**src/rtl/muldiv_unit.sv**
```systemverilog
// Multi-cycle MULT/MULTU/DIV/DIVU unit owning HI/LO (shift-add multiply, restoring divide).
// Optional MULDIV_FAST_MUL_EN: single-cycle multiplier for MULT/MULTU, divide unchanged.
module muldiv_unit #(
   parameter int WIDTH = 32,
   parameter int CNT_W = 6
) (
   input  logic             clock,
   input  logic             resetn,
   input  logic             start,
   input  logic [1:0]       op,
   input  logic [WIDTH-1:0] a,
   input  logic [WIDTH-1:0] b,
   input  logic             wr_hi,
   input  logic             wr_lo,
   input  logic [WIDTH-1:0] wdata,
   output logic             busy,
   output logic             done,
   output logic [WIDTH-1:0] hi,
   output logic [WIDTH-1:0] lo
);

   typedef enum logic [1:0] {IDLE, RUN, FIX} state_t;

   state_t             state;
   logic [CNT_W-1:0]   cnt;
   logic               is_div, neg_lo, neg_hi, dz;
   logic [WIDTH-1:0]   opb;
   logic [2*WIDTH-1:0] acc;

   // Signed ops work on magnitudes; signs are re-applied in FIX.
   logic             sa, sb;
   logic [WIDTH-1:0] mag_a, mag_b;
   logic [CNT_W-1:0] load_cnt;

   assign sa    = ~op[0] & a[WIDTH-1];
   assign sb    = ~op[0] & b[WIDTH-1];
   assign mag_a = sa ? -a : a;
   assign mag_b = sb ? -b : b;

`ifdef MULDIV_FAST_MUL_EN
   assign load_cnt = op[1] ? CNT_W'(WIDTH) : CNT_W'(1);
`else
   assign load_cnt = CNT_W'(WIDTH);
`endif

   // Multiply: acc = {partial product, remaining multiplier bits}.
   logic [2*WIDTH-1:0] mul_next;
`ifdef MULDIV_FAST_MUL_EN
   assign mul_next = {{WIDTH{1'b0}}, opb} * {{WIDTH{1'b0}}, acc[WIDTH-1:0]};
`else
   logic [WIDTH:0] mul_sum;
   assign mul_sum  = {1'b0, acc[2*WIDTH-1:WIDTH]} + {1'b0, (acc[0] ? opb : {WIDTH{1'b0}})};
   assign mul_next = {mul_sum, acc[WIDTH-1:1]};
`endif

   // Divide: acc = {partial remainder, dividend bits shifting into quotient bits}.
   logic [WIDTH:0]     div_tr, div_diff;
   logic [2*WIDTH-1:0] div_next;
   assign div_tr   = acc[2*WIDTH-1:WIDTH-1];
   assign div_diff = div_tr - {1'b0, opb};
   assign div_next = div_diff[WIDTH] ? {div_tr[WIDTH-1:0], acc[WIDTH-2:0], 1'b0}
                                     : {div_diff[WIDTH-1:0], acc[WIDTH-2:0], 1'b1};

   logic [2*WIDTH-1:0] prod;
   logic [WIDTH-1:0]   quo, rem, res_hi, res_lo;
   assign prod   = neg_lo ? -acc : acc;
   assign quo    = neg_lo ? -acc[WIDTH-1:0] : acc[WIDTH-1:0];
   assign rem    = neg_hi ? -acc[2*WIDTH-1:WIDTH] : acc[2*WIDTH-1:WIDTH];
   // Divide by zero leaves |a| as remainder, which re-signs back to the raw operand.
   assign res_hi = is_div ? rem : prod[2*WIDTH-1:WIDTH];
   assign res_lo = is_div ? (dz ? {WIDTH{1'b1}} : quo) : prod[WIDTH-1:0];

   always_ff @(posedge clock) begin
      if (!resetn) begin
         state  <= IDLE;
         busy   <= 1'b0;
         done   <= 1'b0;
         hi     <= '0;
         lo     <= '0;
         cnt    <= '0;
         is_div <= 1'b0;
         neg_lo <= 1'b0;
         neg_hi <= 1'b0;
         dz     <= 1'b0;
         opb    <= '0;
         acc    <= '0;
      end else begin
         done <= 1'b0;
         case (state)
            IDLE: begin
               if (wr_hi) hi <= wdata;
               if (wr_lo) lo <= wdata;
               if (start) begin
                  is_div <= op[1];
                  neg_lo <= sa ^ sb;
                  neg_hi <= op[1] ? sa : (sa ^ sb);
                  dz     <= op[1] && (b == '0);
                  opb    <= op[1] ? mag_b : mag_a;
                  acc    <= {{WIDTH{1'b0}}, (op[1] ? mag_a : mag_b)};
                  cnt    <= load_cnt;
                  busy   <= 1'b1;
                  state  <= RUN;
               end
            end
            RUN: begin
               acc <= is_div ? div_next : mul_next;
               cnt <= cnt - CNT_W'(1);
               if (cnt == CNT_W'(1)) state <= FIX;
            end
            FIX: begin
               hi    <= res_hi;
               lo    <= res_lo;
               done  <= 1'b1;
               busy  <= 1'b0;
               state <= IDLE;
            end
            default: state <= IDLE;
         endcase
      end
   end

endmodule

```
**config.mk**
```make
export PLATFORM = sky130hd
export DESIGN_NAME = muldiv_unit
export DESIGN_NICKNAME = d
export VERILOG_FILES = /design/src/rtl/muldiv_unit.sv
export SDC_FILE = /design/constraint.sdc
export NUM_CORES = 1
export LEC_CHECK = 0
export CAP_MARGIN = 15
export CORE_UTILIZATION = 40
export CTS_BUF_LIST = sky130_fd_sc_hd__clkbuf_8
export CTS_CLUSTER_DIAMETER = 40
export DETAILED_ROUTE_END_ITERATION = 10
export DONT_BUFFER_PORTS = 1
export PLACE_DENSITY = 0.57
export REMOVE_ABC_BUFFERS = 1
export SETUP_SLACK_MARGIN = 0.2
export SYNTH_ARGS = -nofsm -noshare
export SYNTH_HDL_FRONTEND = slang
export SYNTH_SLANG_ARGS = --single-unit
export TNS_END_PERCENT = 100
```
**constraint.sdc**
```tcl
create_clock -name clock -period 3.01 [get_ports clock]
set_input_delay 0.4515 -clock clock [delete_from_list [all_inputs] [get_ports clock]]
set_output_delay 0.4515 -clock clock [all_outputs]
set_load 0.02 [all_outputs]
```
Yosys cells after proc, flatten, opt, wreduce, memory -nomap -nowiden
Cells that the tools add are included.

$add $sub $neg: 8. Eq/ne operators: 7. Mux-type cells: 28. Bitwise logic cells: 4. Reduce and logical (&&, ||, !) cells: 11.

Operators with widths (number): $mux W32 (12); $mux W64 (4); $neg A32 Y32 (4); $pmux W32 S2 (2); $pmux W64 S2 (1); $neg A64 Y64 (1); $add A32 B32 Y33 (1); $sub A33 B32 Y33 (1); $logic_not A32 Y1 (1); $pmux W6 S2 (1); $reduce_and A2 Y1 (6); $ne A2 B2 Y1 const B (4); $eq A6 B1 Y1 const B (1); $mux W6 (1); $sub A6 B1 Y6 const B (1); $mux W2 (2); $pmux W2 S2 (1); $reduce_bool A2 Y1 (2); $mux W1 (3); $and A1 B1 Y1 (2); $eq A2 B1 Y1 const B (1); $eq A2 B2 Y1 const B (1); $logic_not A2 Y1 (1); $pmux W1 S2 (1); other kinds (3) (3).

Register bits after elaboration: 174. Input bits: 103. Output and inout bits: 66. Word-level logic and storage cells: 70.

Depth between registers and ports, before layout
Gate-level depths: netlist of the first run.

Depth after elaboration: 6. Gate-level depth with buffers: 14.

Worst setup path after synthesis of the first run
No wires, ideal clock.

Path type: register to register. Start point: register acc[32]. End point: register acc[59]. Data arrival time: 3036 ps. Required time: 2881 ps. Setup slack: -155 ps. Cell stages (with the launch flop): 14. Buffers on the path: 3. Path through: dfxtp_1 > clkbuf_1 > inv_1 > fa_1 > nand2b_1 > a21oi_1 > o21ai_1 > o41ai_4 > a211oi_4 > xnor2_2 > buf_4 > buf_4 > mux2i_1 > o21ai_0.

Cells in the longest elaborated chain, start to end: 4.

RTL lines: from (decl) (line 28) `logic [2*WIDTH-1:0] acc;`; from (signal assigned) (line 99) `acc <= {{WIDTH{1'b0}}, (op[1] ? mag_a : mag_b)};`; from (signal assigned) (line 106) `acc <= is_div ? div_next : mul_next;`; $sub A33 B32 Y33 (line 60) `assign div_diff = div_tr - {1'b0, opb};`; $mux W64 (line 61) `assign div_next = div_diff[WIDTH] ? {div_tr[WIDTH-1:0], acc[WIDTH-2:0], 1'b0}`; $mux W64 * (line 106); $pmux W64 S2 * (line 89) `case (state)`.

Mark *: on every way between the ends. The rest lies on a longest branch, timed or not. A chain may end at the register's enable or synchronous reset.

Final worst setup path of the first run
Start point: register acc[31]. End point: register acc[51].

Cells in the longest elaborated chain, start to end: 4.

RTL lines (line): $sub A33 B32 Y33 (60); $mux W64 (61); $mux W64 (106); $pmux W64 S2 (89).

Every way passes these cells.

==> key figures, run 1 <==
GRT
  • Initial antenna violation count: 0
  • M2 GR Usage: 44.8%
  • GRT overflow: 0
  • First-pass GRT wire length: 85100 µm
  • M1 GR Usage: 41.0%
  • Largest net degree at the start of global routing: 88
  • GR Layer Usage met3: 6.50%
  • Number of global-route vias before repair: 14700
  • GR peak layer: met2
  • All-Layer GR Usage: 29.2%

Clock network
  • Clock buffer depth: 2
  • Clock sink total: 174
  • Latest clock arrival within the worst-skew pair: 520 ps
  • CTS clock-pin slew for the worst setup and hold paths: 120 ps
  • CTS tree: built
  • Root Buffer: clkbuf_8
  • H-tree levels: 4
  • CTS Buf Count: 17

Run status
  • Status: complete, no violations

Routing
  • Vias per cell: 5.98
  • DRT Wirelength: 56600 µm
  • DRT iter0 DRCs: 1100
  • Vias post-DR: 15600
  • Antenna Violating Nets Remaining: 0
  • DR pass1 iterations: 5
  • WL/cell: 21.6 µm
  • DRC violation count after routing: 0

Synthesis
  • Yosys reg bits: 174
  • Number of synthesized flops with an enable pin: 0
  • Unique masters post-synth: 86
  • Post-Syn Instances: 1982
  • Async S/R FF share, synth: 0%
  • Seq/Total Area, Yosys: 23.7%
  • Post-Syn Area: 14700 µm²
  • YS warnings: 0
  • Top_reg_cell synth: dfxtp_1
  • Syn Area/Cell: 7.41 µm²

STA
  • Period utilisation layout: 98.9%
  • Hold Vio Cnt, Final: 0
  • Worst-Margin Slew: 896 ps
  • Slew HR: 39.9%
  • Post-route setup TNS: 0 ps
  • Clk_skew: 25.3 ps
  • Final Max Slew Viols: 0
  • Number of setup violations in the final report: 0
  • Maximum clock frequency: 336 MHz
  • RSZ-0062 raised after global routing: true
  • Crit path time final: 2980 ps

Min path
  • Worst Hold Class: in2reg
  • Hold Crit Start: resetn

Floorplan
  • Die area: 37500 µm²
  • Site Rows: 69
  • Die width: 194 µm
  • Initial core utilization: 41.0%
  • Core area: 35800 µm²
  • Die height: 194 µm
  • Ports: 169

Power and ir drop
  • Static Leak: 7.26 nW
  • Max rail drop VDD: 263 µV
  • PD cells: 419 nW/µm²

Placed design
  • HPWL after DPL: 43600 µm
  • IO buf count: 0
  • GPL Wtd Cong: 0.979
  • DP Area: 16700 µm²

Layout
  • Share of post-route cells with drive strength above 1: 22.5%
  • Most frequent cells in the layout: buf_4, nand2_1, nor2_1
  • Area delta synth->final: 23.6%
  • Commonest non-fill, non-tap cell in the layout: buf_4
  • Layout Nets: 2316
  • FILL cells: 3484
  • Ant. Diodes: 0
  • Post-route cell area: 18200 µm²

Critical path
  • Element type at the critical path end: register
  • Critical Path Start Type: register
  • Data required, critical path: 3470 ps
  • WS Path Type: reg2reg
  • Worst Setup SP: acc[31]
  • Worst reg2reg startpoint: acc[31]
  • WP data arrival: 3440 ps
  • Max FO, Critical Path: 6

Flow run
  • Number of max-cap violations: 0
-- flip-flops by register name, indices dropped and copies added (netlist names), 2 cells and up --
name,cells
state,2
opb,32
hi,32
cnt,6
lo,32
acc,64
-- per-layer routing --
layer | share of wire (%) | wire length, µm
met1 | 46 | 26300
met4 | 2.1 | 1170
met3 | 8.5 | 4800
met2 | 43 | 24300
met5 | 0 | 0
-- layout make-up --
type / count / area, µm² / area share, %
Clock inverter: 13 / 126 / 0.696
Tap cell: 461 / 577 / 3.18
Clock buffer: 19 / 262 / 1.44
Multi-Input combinational cell: 1603 / 11200 / 61.6
Sequential cell: 174 / 3500 / 19.3
Inverter: 66 / 253 / 1.39
Timing Repair Buffer: 279 / 2260 / 12.4
-- final timing paths --
kind	end	slack (ps)	depth (start not counted)
min reg2reg	opb[29]	470	2
min	opb[9]	50	1
max	acc[51]	30	15
max reg2reg	acc[51]	30	15
-- through the flow --
step                      setup WS [ps]  util [%]  std cells  hold slack [ps]  power, mW
after floorplan                   -1970         -       1843              432       4.36
after global placement             -190      46.6       2555              450       5.45
after detailed placement           -265      46.6       2555              457       5.48
after CTS                          5.61      48.5       2597             30.0       7.30
after global routing               -106      50.7       2615             40.8       7.97
final                              33.7      50.7       2615             46.3       7.60
-- critical path, stage by stage, from the launching register on --
cell       delay, ps
dfxtp_2          350
inv_2             40
ha_4             150
fa_2             350
nand2b_4         160
a21oi_4          170
o21ai_4          100
o41ai_4          200
buf_4            190
a211oi_4          80
buf_6            140
xnor2_4          300
clkbuf_16        240
nor2_2            40
a211oi_1         230
a221o_1          170
-- synthesized netlist by cell type, types with 8 or more instances --
| cell | instances | area, µm² |
|---|---|---|
| a21boi_0 | 13 | 97.6 |
| nand2_1 | 218 | 818 |
| inv_1 | 65 | 244 |
| buf_2 | 11 | 55.1 |
| nor2_1 | 205 | 769 |
| a21oi_1 | 185 | 926 |
| or4_1 | 15 | 113 |
| and2_1 | 12 | 75.1 |
| a31oi_1 | 22 | 138 |
| clkbuf_1 | 113 | 424 |
| a311oi_1 | 13 | 114 |
| a21o_1 | 30 | 225 |
| a22oi_1 | 10 | 75.1 |
| nand2b_1 | 20 | 125 |
| nand4_1 | 8 | 50.1 |
| o21a_1 | 13 | 97.6 |
| or3_1 | 14 | 87.6 |
| mux2i_1 | 39 | 390 |
| o221ai_1 | 39 | 342 |
| a211oi_1 | 60 | 450 |
| xnor2_1 | 104 | 911 |
| o21ai_0 | 126 | 631 |
| nor4_1 | 13 | 81.3 |
| and3_1 | 14 | 87.6 |
| xor2_1 | 66 | 578 |
| nand3b_1 | 8 | 60.1 |
| nor3_1 | 34 | 170 |
| o211ai_1 | 25 | 188 |
| nand3_1 | 40 | 200 |
| o21ai_1 | 17 | 85.1 |
| buf_1 | 10 | 37.5 |
| o31ai_1 | 26 | 195 |
| dfxtp_1 | 174 | 3480 |
| a221oi_1 | 15 | 131 |
| ha_1 | 70 | 876 |
| nor2b_1 | 15 | 93.8 |
-- report_power, final --
part           internal (mW)  total, mW  switching (mW)  leakage (nW)
combinational           1.36       3.15            1.79          5.63
clock                  0.717       1.74            1.02         0.199
sequential              2.48       2.71           0.229          1.43
-- cell families after synthesis --
group | Yosys count | synth area share [%]
XOR/XNOR | 172 | 10.4
AND/OR/NAND/NOR | 655 | 21.4
flip-flops | 174 | 23.7
AO/OA/AOI/OAI | 662 | 29.9
adder cells (fa/ha/maj) | 72 | 6.24
buffers and inverters | 205 | 5.51
multiplexers | 42 | 2.89
-- what timing repair did --
action	4_1_cts	5_1_grt
cloned	0	2
hold buffers	0	0
pin swaps	26	71
setup buffers	10	16
gates resized for setup	55	132
endpoints found under the setup margin	65	53
Power figures use the tool's default switching activity.
==> run 2: changes to the inputs <==
--- a/config.mk
+++ b/config.mk
@@ -5,10 +5,10 @@
 export SDC_FILE = /design/constraint.sdc
 export NUM_CORES = 1
 export LEC_CHECK = 0
-export CAP_MARGIN = 15
+export CAP_MARGIN = 25
 export CORE_UTILIZATION = 40
 export CTS_BUF_LIST = sky130_fd_sc_hd__clkbuf_8
-export CTS_CLUSTER_DIAMETER = 40
+export CTS_CLUSTER_DIAMETER = 150
 export DETAILED_ROUTE_END_ITERATION = 10
 export DONT_BUFFER_PORTS = 1
 export PLACE_DENSITY = 0.57
==> results of run 2 <==
The final DEF is identical to that of run 1; final timing and power are the same.
==> run 3: changes to the inputs <==
--- a/config.mk
+++ b/config.mk
@@ -6,12 +6,12 @@
 export NUM_CORES = 1
 export LEC_CHECK = 0
 export CAP_MARGIN = 25
-export CORE_UTILIZATION = 40
+export CORE_UTILIZATION = 25
 export CTS_BUF_LIST = sky130_fd_sc_hd__clkbuf_8
 export CTS_CLUSTER_DIAMETER = 150
 export DETAILED_ROUTE_END_ITERATION = 10
 export DONT_BUFFER_PORTS = 1
-export PLACE_DENSITY = 0.57
+export PLACE_DENSITY = 0.41
 export REMOVE_ABC_BUFFERS = 1
 export SETUP_SLACK_MARGIN = 0.2
 export SYNTH_ARGS = -nofsm -noshare
==> key figures, run 3 (same netlist as run 1, synthesis figures left out) <==
Power and ir drop
  • Sw Share: 40.4% (was 40.1%)
  • Max rail drop VDD: 315 µV (was 263 µV)
  • PD cells: 405 nW/µm² (was 419 nW/µm²)
  • Power share of the combinational group: 44.1% (was 41.4%)
  • Power Internal: 4.89 mW (was 4.55 mW)
  • Clock power share: 22.6% (was 22.9%)
  • Part of the power in registers: 33.4% (was 35.7%)
  • Net switching power: 3.31 mW (was 3.05 mW)
  • Static Leak: 7.86 nW (was 7.26 nW)

STA
  • Slew HR: 30.1% (was 39.9%)
  • Final Max Slew Viols: 0 (unchanged)
  • Worst-Margin Slew: 1050 ps (was 896 ps)
  • Period utilisation layout: 102% (was 98.9%)
  • RSZ-0062 raised after global routing: true (unchanged)
  • Crit path time final: 3070 ps (was 2980 ps)
  • Hold Vio Cnt, Final: 0 (unchanged)
  • Number of setup violations in the final report: 7 (was 0)
  • Worst setup margin: -59.1 ps (was 33.7 ps)
  • Maximum clock frequency: 326 MHz (was 336 MHz)
  • Clk_skew: 28.3 ps (was 25.3 ps)

Critical path
  • Critical-path cell list: inv_2 -> ha_4 -> fa_2 -> nand2b_4 -> a21oi_4 -> o21ai_4 -> o41ai_4 -> a211oi_4 -> buf_12 -> xnor2_4 -> buf_12 -> buf_6 -> mux2i_1 -> o211ai_1 (was inv_2 -> ha_4 -> fa_2 -> nand2b_4 -> a21oi_4 -> o21ai_4 -> o41ai_4 -> buf_4 -> a211oi_4 -> buf_6 -> xnor2_4 -> clkbuf_16 -> nor2_2 -> a211oi_1 -> a221o_1)
  • Crit-path max cell delay: 420 ps (was 350 ps)
  • CP dominant cell by count: buf_12
  • Max FO, Critical Path: 7 (was 6)
  • Critical Path Start Type: register (unchanged)
  • Critical path's slowest cell: o41ai_4 (was dfxtp_2)
  • Data required, critical path: 3420 ps (was 3470 ps)
  • WP data arrival: 3480 ps (was 3440 ps)
  • Element type at the critical path end: register (unchanged)
  • WS Path Type: reg2reg (unchanged)

Clock network
  • CTS tree: built (unchanged)
  • H-tree levels: 4 (unchanged)
  • Clock buffer depth: 2 (unchanged)
  • # hold bufs at CTS: 0 (unchanged)
  • CTS Buf Count: 17 (unchanged)
  • Latest clock arrival within the worst-skew pair: 540 ps (was 520 ps)
  • Root Buffer: clkbuf_8 (unchanged)
  • Clock sink total: 174 (unchanged)
  • CTS clock-pin slew for the worst setup and hold paths: 120 ps (about the same)

Layout
  • Commonest non-fill, non-tap cell in the layout: buf_4 (unchanged)
  • Layout Nets: 2390 (was 2316)
  • Ant. Diodes: 0 (unchanged)
  • Share of post-route cells with drive strength above 1: 31.1% (was 22.5%)
  • Area delta synth->final: 38.0% (was 23.6%)
  • Largest Register: acc (unchanged)
  • Most frequent cells in the layout: buf_4, nand2_1, nor2_1 (unchanged)
  • Final Instance Count excl. Fillers: 2993 (was 2615)
  • Max reg flops: 64 (unchanged)

Routing
  • Vias per cell: 5.38 (was 5.98)
  • WL/cell: 22.7 µm (was 21.6 µm)
  • Antenna Violating Nets Remaining: 0 (unchanged)
  • Vias post-DR: 16100 (was 15600)
  • DR pass1 iterations: 5 (unchanged)
  • DRT Wirelength: 67900 µm (was 56600 µm)
  • DRC violation count after routing: 0 (unchanged)
  • DRT iter0 DRCs: 1194 (was 1100)

GRT
  • GRT overflow: 0 (unchanged)
  • Number of global-route vias before repair: 15400 (was 14700)
  • Largest net degree at the start of global routing: 88 (unchanged)
  • First-pass GRT wire length: 101000 µm (was 85100 µm)
  • Initial antenna violation count: 0 (unchanged)
  • All-Layer GR Usage: 22.3% (was 29.2%)

Placed design
  • GPL Wtd Cong: 0.913 (was 0.979)
  • HPWL after DPL: 51900 µm (was 43600 µm)
  • Inst Count DP: 2911 (was 2555)
  • IO buf count: 0 (unchanged)
  • Post-Place Worst Slack: -545 ps (was -265 ps)

Floorplan
  • Die height: 244 µm (was 194 µm)
  • Initial core utilization: 25.4% (was 41.0%)
  • Ports: 169 (unchanged)
  • Site Rows: 88 (was 69)
  • Die width: 244 µm (was 194 µm)
  • Core area: 57900 µm² (was 35800 µm²)
  • Die area: 59700 µm² (was 37500 µm²)

Run status
  • Failing checks: setup timing
  • Status: finished with violations (was complete, no violations)

Flow run
  • Number of max-cap violations: 0 (unchanged)

Min path
  • Worst Hold Class: in2reg (unchanged)
[run 3: cell count changes in the layout (fill, tap and decap cells not counted), sizes merged]
cell,delta
bufinv,+1
clkinv,-2
clkinvlp,+3
inv,-3
buf,+75
[run 3: final timing paths]
check / startpoint / endpoint / slack [ps] / cells after the start
worst max-delay path: acc[31] / acc[53] / -60 / 14
worst min-delay path: wdata[20] / hi[20] / 70 / 2
worst max register to register: acc[31] / acc[53] / -60 / 14
worst min register to register: opb[29] / opb[29] / 470 / 2
[run 3: layout make-up]
cell class              instances  area [µm²]
clock inverters                12         134
fillers                      6183       37700
clock buffers                  20         275
repair buffers                353        3000
multi-input cells            1603       12100
inverters                      66         255
flip-flops and latches        174        3500
well taps                     765         957
[run 3: power by group through the flow]
stage / Clock (mW) / Combinational [mW] / Sequential [mW]
after floorplan: 0 / 1.59 / 2.78
after global placement: 0 / 2.87 / 2.77
after detailed placement: 0 / 2.87 / 2.77
after CTS: 1.90 / 3.34 / 2.73
after global routing: 1.97 / 3.87 / 2.76
final: 1.85 / 3.61 / 2.74
[run 3: timing repair]
item | in CTS | in global routing
setup buffers | 30 | 16
endpoints found under the hold margin | 0 | 0
setup endpoints to repair | 74 | 80
resized for setup | 276 | 153
cloned | 4 | 0
pin swaps | 106 | 90
[run 3: worst max-delay path: cells and delay by family (launching register included)]
kind	cells	cell delay, ps
xor+xnor	1	290
flops	1	350
buf+inv	4	520
simple gates	1	160
mux	1	190
fa+ha+maj	2	490
compound gates	5	920
[run 3: through the flow]
| stage | instance area [µm²] | total power [mW] | hold slack, ps | util [%] | TNS, ps |
|---|---|---|---|---|---|
| 6_report | 20300 | 8.20 | 70.7 | 35.0 | -165 |
| 3_3_place_gp | 17500 | 5.64 | 451 | 30.2 | -7540 |
| 3_5_place_dp | 17500 | 5.64 | 449 | 30.2 | -8530 |
| 4_1_cts | 19400 | 7.97 | 25.4 | 33.5 | -16.6 |
| 5_1_grt | 20300 | 8.61 | 25.8 | 35.0 | -2190 |
| 2_1_floorplan | 14100 | 4.36 | 432 | - | -133790 |
[run 3: layer usage]
metal,global-route usage (%),vias to the layer above,share of wire [%],wire (µm)
met1,30.4,7857,46,31400
met3,4.14,65,6.4,4350
met4,5.20,0,2.1,1410
met5,0,-,0,0
li1,-,7707,-,-
met2,36.0,482,45,30800
